**config.mk**
```make
export PLATFORM = sky130hd
export DESIGN_NAME = stream_demux
export DESIGN_NICKNAME = d
export VERILOG_FILES = /design/src/rtl/stream_demux_pkg.sv /design/src/rtl/demux_slot.sv /design/src/rtl/stream_demux.sv
export SDC_FILE = /design/constraint.sdc
export NUM_CORES = 1
export LEC_CHECK = 0
export CAP_MARGIN = 20
export CORE_AREA = 2 2 81 83
export DETAILED_ROUTE_END_ITERATION = 8
export DIE_AREA = 0 0 83 85
export PLACE_DENSITY_LB_ADDON = 0.05
export SYNTH_ARGS = -nofsm -noshare
export SYNTH_HDL_FRONTEND = slang
export SYNTH_SLANG_ARGS = --single-unit
```
**constraint.sdc**
```tcl
create_clock -name clk -period 3.1 [get_ports clk]
set_clock_uncertainty 0.2 [all_clocks]
set_input_delay 0.775 -clock clk [delete_from_list [all_inputs] [get_ports clk]]
set_output_delay 0.775 -clock clk [all_outputs]
set_load 0.02 [all_outputs]
```
**src/rtl/stream_demux_pkg.sv**
```systemverilog
// stream_demux_pkg: shared defaults and slot state encoding for stream_demux.
//   DEFAULT_WIDTH  data width of every channel
//   DEFAULT_CNT_W  width of the optional per-channel transfer counters
//   SLOT_EMPTY / SLOT_FULL  holding-register state constants
package stream_demux_pkg;

    localparam int unsigned DEFAULT_WIDTH = 32;
    localparam int unsigned DEFAULT_CNT_W = 16;

    localparam logic SLOT_EMPTY = 1'b0;
    localparam logic SLOT_FULL  = 1'b1;

endpackage

```
**src/rtl/demux_slot.sv**
```systemverilog
// demux_slot: one-entry holding register for one output channel of stream_demux.
// Optional macro: STREAM_DEMUX_CNT_EN adds an accepted-word counter (o_cnt).
// Ports:
//   clk, rst    clock (rising edge), asynchronous active-high reset
//   i_load      accept routed to this slot this cycle (writes i_data)
//   i_data      word to store on i_load
//   i_ready     consumer ready
//   o_valid     slot is FULL
//   o_data      stored word
//   o_cnt       accepted-word count, wraps (STREAM_DEMUX_CNT_EN only)
module demux_slot
    import stream_demux_pkg::*;
#(
    parameter int unsigned WIDTH = DEFAULT_WIDTH
`ifdef STREAM_DEMUX_CNT_EN
   ,parameter int unsigned CNT_W = DEFAULT_CNT_W
`endif
) (
    input  logic             clk,
    input  logic             rst,
    input  logic             i_load,
    input  logic [WIDTH-1:0] i_data,
    input  logic             i_ready,
    output logic             o_valid,
    output logic [WIDTH-1:0] o_data
`ifdef STREAM_DEMUX_CNT_EN
   ,output logic [CNT_W-1:0] o_cnt
`endif
);

    logic             r_state;
    logic [WIDTH-1:0] r_data;
    logic             w_take;

    assign o_valid = (r_state == SLOT_FULL);
    assign o_data  = r_data;
    assign w_take  = o_valid && i_ready;

    // A load wins over a take: on a simultaneous handshake the new word replaces the old one.
    always_ff @(posedge clk or posedge rst) begin
        if (rst) begin
            r_state <= SLOT_EMPTY;
        end else if (i_load) begin
            r_state <= SLOT_FULL;
        end else if (w_take) begin
            r_state <= SLOT_EMPTY;
        end
    end

    always_ff @(posedge clk or posedge rst) begin
        if (rst) begin
            r_data <= '0;
        end else if (i_load) begin
            r_data <= i_data;
        end
    end

`ifdef STREAM_DEMUX_CNT_EN
    logic [CNT_W-1:0] r_cnt;

    always_ff @(posedge clk or posedge rst) begin
        if (rst) begin
            r_cnt <= '0;
        end else if (i_load) begin
            r_cnt <= r_cnt + CNT_W'(1);
        end
    end

    assign o_cnt = r_cnt;
`endif

endmodule

```
**src/rtl/stream_demux.sv**
```systemverilog
// stream_demux: registered 1-to-2 result steering unit. Accepts one word per cycle and
// delivers it one cycle later on channel 0 or 1 according to sel. Each channel has its own
// one-entry holding register, so a stalled channel never blocks the other.
// Optional macro: STREAM_DEMUX_CNT_EN adds per-channel accepted-word counters cnt0/cnt1.
// Ports:
//   clk, rst                clock (rising edge), asynchronous active-high reset
//   in_valid/in_ready       input handshake
//   in_data, sel            input word and destination (0 -> ch0, 1 -> ch1)
//   outN_valid/outN_ready   output handshake of channel N
//   outN_data               holding register of channel N
//   cnt0, cnt1              accepted-word counts (STREAM_DEMUX_CNT_EN only)
module stream_demux
    import stream_demux_pkg::*;
#(
    parameter int unsigned WIDTH = DEFAULT_WIDTH,
    parameter int unsigned CNT_W = DEFAULT_CNT_W
) (
    input  logic             clk,
    input  logic             rst,
    input  logic             in_valid,
    output logic             in_ready,
    input  logic [WIDTH-1:0] in_data,
    input  logic             sel,
    output logic             out0_valid,
    input  logic             out0_ready,
    output logic [WIDTH-1:0] out0_data,
    output logic             out1_valid,
    input  logic             out1_ready,
    output logic [WIDTH-1:0] out1_data
`ifdef STREAM_DEMUX_CNT_EN
   ,output logic [CNT_W-1:0] cnt0,
    output logic [CNT_W-1:0] cnt1
`endif
);

    if (CNT_W == 0) begin : g_cnt_w_check
        $error("stream_demux: CNT_W must be nonzero");
    end

    logic w_accept;
    logic w_load0;
    logic w_load1;

    // Ready follows only the selected channel, never in_valid.
    assign in_ready = sel ? (!out1_valid || out1_ready) : (!out0_valid || out0_ready);
    assign w_accept = in_valid && in_ready;
    assign w_load0  = w_accept && !sel;
    assign w_load1  = w_accept && sel;

    demux_slot #(
        .WIDTH (WIDTH)
`ifdef STREAM_DEMUX_CNT_EN
       ,.CNT_W (CNT_W)
`endif
    ) u_slot0 (
        .clk     (clk),
        .rst     (rst),
        .i_load  (w_load0),
        .i_data  (in_data),
        .i_ready (out0_ready),
        .o_valid (out0_valid),
        .o_data  (out0_data)
`ifdef STREAM_DEMUX_CNT_EN
       ,.o_cnt   (cnt0)
`endif
    );

    demux_slot #(
        .WIDTH (WIDTH)
`ifdef STREAM_DEMUX_CNT_EN
       ,.CNT_W (CNT_W)
`endif
    ) u_slot1 (
        .clk     (clk),
        .rst     (rst),
        .i_load  (w_load1),
        .i_data  (in_data),
        .i_ready (out1_ready),
        .o_valid (out1_valid),
        .o_data  (out1_data)
`ifdef STREAM_DEMUX_CNT_EN
       ,.o_cnt   (cnt1)
`endif
    );

endmodule

```
Word level (Yosys, flattened, before mapping)
Index checks and enable logic that the tools add are counted.
W data, S select, Z words.
{"block": "word_totals", "reg_bits": 66, "output_inout_bits": 67, "wordCells": 21}
{"block": "op_classes", "muxes": 5, "n_reduce_logical": 12}
{"op": "$logic_and A1 B1 Y1", "count": 5}
{"op": "$mux W1", "count": 5}
{"op": "$reduce_bool A2 Y1", "count": 2}
{"op": "$logic_not A1 Y1", "count": 3}
{"op": "$logic_or A1 B1 Y1", "count": 2}

Logic depth before layout (Yosys ltp)
Gate-level depths: netlist of the first run.
{"block": "logic_depth", "word_depth": 6, "mapped_depth": 4, "depth_no_buf": 3}

Hierarchy
Synthesis of the first run repeated with hierarchy kept, for this count alone.
{"block": "unflattened", "hier_cells": 151, "area_unflattened_um2": 2807.7}
{"mod": "demux_slot", "instances": 2, "cells_per_inst": 72, "area_each_um2": 1381.3, "seq_area_each_um2": 825.8}
{"mod": "stream_demux", "instances": 1, "cells_per_inst": 7, "area_each_um2": 45.0, "seq_area_each_um2": 0.0}

Worst setup path before layout of the first run
No wires, ideal clock.
{"block": "synth_path", "path_kind": "input to output", "start": "in out1_ready", "end": "out in_ready", "arrival_time_ns": 1.359, "required_ns": 2.125, "path_slack_ns": 0.766, "cell_stages": 2, "n_path_buf": 0, "cell_sequence": "and2b_1 a21oi_1"}
{"block": "synth_between", "elab_chain_cells": 2}
{"item": "start: declaration", "line_no": "stream_demux.sv:28", "rtl": "input logic out1_ready,"}
{"item": "$logic_or A1 B1 Y1", "line_no": "stream_demux.sv:45", "rtl": "assign in_ready = sel ? (!out1_valid || out1_ready) : (!out0_valid || out0_ready);"}
{"item": "$mux W1", "line_no": "stream_demux.sv:45"}
{"item": "end: declaration", "line_no": "stream_demux.sv:21", "rtl": "output logic in_ready,"}
Every way passes these cells.

Worst setup path in the final report of the first run
Same ends and word-level chain as after synthesis.

==> results.json, run 1 <==
{
  "status": "finished, final reports clean",
  "slowest_stage": "clkdlybuf4s50_1",
  "via_per_inst": 4.592,
  "num-nets-final": 299,
  "rsz0062_at_grt": "false",
  "vdd_ir_drop_max_uv": 353.3,
  "die_w_um": 83,
  "timing.rr.start": "u_slot1.o_valid",
  "num_io_pins": 105,
  "grt_pass1_wl_mm": 8.362,
  "vias": 1575,
  "grt_most_used_layer": "met2",
  "synth_fa_ha_area_share_pct": 0,
  "use_met1_pct": 19.76,
  "cts-htree-levels": 3,
  "synth-seq-cells": 66,
  "crit_required_ns": 2.12,
  "setup_viol": 0,
  "hold_violations": 0,
  "power_uw": 2485,
  "drt-initial-drc-count": 34,
  "clk_pin_slew_ns": 0.07,
  "fmax_ghz": 0.3425,
  "post_cts_buffers": 0,
  "crit_buf_inv": 2,
  "clkSinkCount": 66,
  "fp-row-count": 29,
  "grt_max_degree": 67,
  "path_max_fanout": 3,
  "die-height_um": 85,
  "dr.pass1.iters": 3,
  "grt_overflow": 0,
  "ant_nets": 0,
  "io_buffers": 104,
  "dp_cells": 327,
  "antenna_found_initial": 0,
  "root_buffer": "clkbuf_8",
  "r2r_setup_slack_ns": 1.33,
  "layout_common_cells": "clkdlybuf4s50_1 (103), dfrtp_1 (66), mux2_2 (62), clkbuf_8 (10)",
  "hold_slack_ns": 0.2971,
  "slowest_delay_ns": 0.45,
  "whs_endpoint": "u_slot1.o_data[8]",
  "synth_xor_area_share_pct": 0,
  "crit_path_end_kind": "primary output",
  "synthSimpleGateAreaFrac_pct": 2.429,
  "grtUsageTotal_pct": 15.45,
  "finalInstanceArea_sq_um": 3826,
  "routed_wl_mm": 5.142,
  "syn_inst": 147,
  "hold_path_class": "register to register",
  "hpwl_mm": 3.412,
  "grt_util_met2_pct": 22.14,
  "crit_path_start_kind": "input port",
  "synth_top_family_by_area": "multiplexers",
  "start_util_pct": 40.67,
  "total_leakage_power_uw": 0.001584,
  "cts_buffers": 9,
  "drv_cap": 0,
  "dpl_cell_area_sq_um": 3664,
  "worstHoldStart": "u_slot1.o_data[8]",
  "drc": 0,
  "crit_family": "buffers and inverters",
  "grt_pass1_vias": 1679,
  "drive_above_1_share_pct": 31.58,
  "drv_slew": 0,
  "criticalPathCategory": "input port to primary output",
  "tritoncts": "done",
  "diodes": 0,
  "holdPathStages": 1,
  "synthMuxAreaShare_pct": 28.56,
  "layout_commonest_cell": "clkdlybuf4s50_1",
  "slew_headroom_pct": 76.24,
  "critPathArrivalTime_ns": 1.94,
  "p_per_area_nw_per_um2": 649.4,
  "cts_buffer_depth": 2,
  "wl_per_cell_um": 14.99,
  "instances_no_fill": 343,
  "synth_compound_area_share_pct": 0.3966,
  "yosysWarnings": 0,
  "tns_ns": 0,
  "syn_area_sq_um": 2524,
  "grt_use_met3_pct": 6.420,
  "gp_congestion": 0.8042,
  "area_growth_pct": 51.61,
  "yosysUniqueCellTypes": 15,
  "ff2ff_path_depth": 4,
  "crit_chain": "clkdlybuf4s50_1 > and2b_1 > a21oi_1 > dlygate4sd2_1",
  "synth.avg_cell_area_sq_um": 17.17,
  "clock_latency_ns": 0.33,
  "core_sq_um": 6205,
  "worstMarginPinSlew_ns": 0.3564,
  "seq_area_frac_synth_pct": 65.44,
  "reg2reg_to": "u_slot1.o_data[30]",
  "syn_nets": 185,
  "die-area_sq_um": 7055,
  "min_period_over_period_pct": 94.19,
  "fin_crit_ns": 2.920
}
flip-flops by register name, indices dropped and copies added, names as in the netlist:
signal	count
u_slot0.o_valid	1
u_slot0.o_data	32
u_slot1.o_data	32
u_slot1.o_valid	1
metal layers:
metal,vias to the layer above,part of all wire [%]
met1,757,44
li1,741,-
met2,68,44
met5,-,0
met4,0,2.4
met3,9,9.4
layout make-up:
type	instances	area, sq um
Fill cell	502	2379
Sequential cell	66	1652
Timing Repair Buffer	109	1115
Multi-Input combinational cell	73	792.0
Clock buffer	13	148.9
Tap cell	77	96.34
Clock inverter	3	15.01
Inverter	2	7.507
cell usage after synthesis (all sizes together):
cell type	count	share of area, %
clkbuf	2	1.1
and2b	1	0.30
nand2	1	0.15
buf	4	1.8
or2b	1	0.30
nor2	2	0.59
a21oi	1	0.20
nor3b	1	0.74
nand2b	1	0.35
mux2	64	29
dfrtp	66	65
inv	2	0.30
o21ai	1	0.20
stage by stage:
step | util [%] | worst slack, ns
after CTS | 61.67 | 0.1670
after global placement | 59.04 | -0.08883
after detailed placement | 59.04 | -0.1071
after floorplan | - | 0.4702
after global routing | 61.67 | 0.09919
final | 61.67 | 0.1802
kinds of logic after synthesis:
family	Yosys count
muxes	64
and+or+nand+nor	7
buffers and inverters	8
DFF	66
AOI/OAI and AO/OA	2
power breakdown:
| group | total, uW | switching, uW | internal (uW) |
|---|---|---|---|
| sequential | 1090 | 73.8 | 1020 |
| combinational | 789 | 355 | 434 |
| clock | 606 | 297 | 309 |
worst max path at each step:
stage                             end       start  depth (start not counted)
floorplan           u_slot0.o_data[0]         rst                          1
global placement             in_ready  out1_ready                          4
detailed placement           in_ready  out1_ready                          4
CTS                          in_ready  out1_ready                          4
global route                 in_ready  out1_ready                          4
finish                       in_ready  out1_ready                          4
what timing repair did:
| item | 4_1_cts | 5_1_grt |
|---|---|---|
| gates resized for setup | 1 | 0 |
| setup endpoints to repair | 1 | 0 |
| hold buffers | 0 | 0 |
No activity file was read; power rests on OpenSTA's default activity.
==> run 2, diff against run 1 <==
- SKIP_CTS_REPAIR_TIMING: default -> 1
==> results.json, run 2 (synthesis results as in run 1) <==
{
  "worst_slack_ns": 0.2875,
  "grt_max_degree": 67,
  "die-area_sq_um": 7055,
  "hold_path_class": "register to register",
  "slew_headroom_pct": 76.22,
  "crit_required_ns": 2.12,
  "total_leakage_power_uw": 0.001588,
  "via_per_inst": 4.595,
  "tns_ns": 0,
  "criticalPathCategory": "input port to primary output",
  "drive_above_1_share_pct": 31.58,
  "wl_per_cell_um": 15.00,
  "hpwl_mm": 3.412,
  "fp-row-count": 29,
  "fmax_ghz": 0.3556,
  "power_uw": 2486,
  "cts_buffer_depth": 2,
  "hold_violations": 0,
  "crit_path_end_kind": "primary output",
  "crit_path_start_kind": "input port",
  "vias": 1576,
  "grtUsageTotal_pct": 15.45,
  "root_buffer": "clkbuf_8",
  "core_sq_um": 6205,
  "grt_pass1_wl_mm": 8.362,
  "p_per_area_nw_per_um2": 649.1,
  "die_w_um": 83,
  "slowest_stage": "clkdlybuf4s50_1",
  "crit_buf_inv": 2,
  "gp_congestion": 0.8042,
  "vdd_ir_drop_max_uv": 353.3,
  "whs_endpoint": "u_slot1.o_data[8]",
  "num_io_pins": 105,
  "diodes": 0,
  "antenna_found_initial": 0,
  "cts_buffers": 9,
  "tritoncts": "done",
  "crit_family": "buffers and inverters",
  "area_growth_pct": 51.76,
  "die-height_um": 85,
  "crit_chain": "clkdlybuf4s50_1 > and2b_1 > a21oi_1 > dlymetal6s2s_1",
  "reg2reg_to": "u_slot1.o_data[30]",
  "drv_slew": 0,
  "path_max_fanout": 3,
  "clock_latency_ns": 0.33,
  "min_period_over_period_pct": 90.72,
  "setup_viol": 0,
  "clk_pin_slew_ns": 0.07,
  "routed_wl_mm": 5.145,
  "drv_cap": 0,
  "grt_overflow": 0,
  "ff2ff_path_depth": 4,
  "rsz0062_at_grt": "false",
  "clkSinkCount": 66,
  "hold_slack_ns": 0.2971,
  "layout_common_cells": "clkdlybuf4s50_1 (103), dfrtp_1 (66), mux2_2 (62), clkbuf_8 (10)",
  "slowest_delay_ns": 0.45,
  "drc": 0,
  "grt_pass1_vias": 1679,
  "worstMarginPinSlew_ns": 0.3567,
  "cts-htree-levels": 3,
  "layout_commonest_cell": "clkdlybuf4s50_1",
  "num-nets-final": 299,
  "ant_nets": 0,
  "fin_crit_ns": 2.812,
  "drt-initial-drc-count": 32,
  "status": "finished, final reports clean",
  "io_buffers": 104,
  "r2r_setup_slack_ns": 1.33,
  "worstHoldStart": "u_slot1.o_data[8]",
  "critPathArrivalTime_ns": 1.84,
  "timing.rr.start": "u_slot1.o_valid",
  "dr.pass1.iters": 3,
  "pre_cts_slack_ns": -0.1071,
  "start_util_pct": 40.67,
  "holdPathStages": 1
}
==> run 2: changes by cell type in the layout (fill, tap and decap cells not counted), sizes merged <==
cell / before / now
dlygate4sd2: 1 / 0
dlymetal6s2s: 0 / 1
==> run 2: cell type report <==
cell class / count / area [sq um]
clock buffer: 13 / 148.9
clock inverter: 3 / 15.01
fill: 501 / 2375
inverter: 2 / 7.507
multi-input combinational: 73 / 792.0
sequential: 66 / 1652
tap: 77 / 96.34
timing repair buffer: 109 / 1119
==> run 2: metrics by stage <==
stage	std cells	cell area, sq um	utilization, %
after floorplan	147	2524	-
after global placement	327	3664	59.04
after detailed placement	327	3664	59.04
after CTS	343	3827	61.69
after global routing	343	3830	61.73
final	343	3830	61.73
==> run 2: worst register-to-register path, stage by stage (launching register included) <==
cell,delay [ns]
dfrtp_1,0.37
and2b_1,0.21
nor2_4,0.27
buf_12,0.24
mux2_2,0.36
==> run 2: per-layer routing <==
layer  GRT usage, %  routed length, um
met1          19.76               2263
met2          22.14               2275
met3          6.420                485
met4          8.942                121
met5              0                  0
==> run 2: how the worst max path moves through the flow <==
stage,from,to,slack [ns],cells past startpoint
detailed placement,out1_ready,in_ready,-0.11,4
global placement,out1_ready,in_ready,-0.09,4
finish,out1_ready,in_ready,0.29,4
CTS,out1_ready,in_ready,-0.11,4
floorplan,rst,u_slot0.o_data[0],0.47,1
global route,out1_ready,in_ready,0.21,4
==> run 2: where the power goes <==
part / total (uW) / switching [uW] / internal, uW
sequential: 1090 / 73.8 / 1020
combinational: 790 / 355 / 434
clock: 606 / 298 / 309
total: 2490 / 727 / 1760
==> run 3, diff against run 2 <==
- GPL_ROUTABILITY_DRIVEN: default -> 0
==> results of run 3 <==
No change in the layout: final DEF, timing and power equal those of run 2.
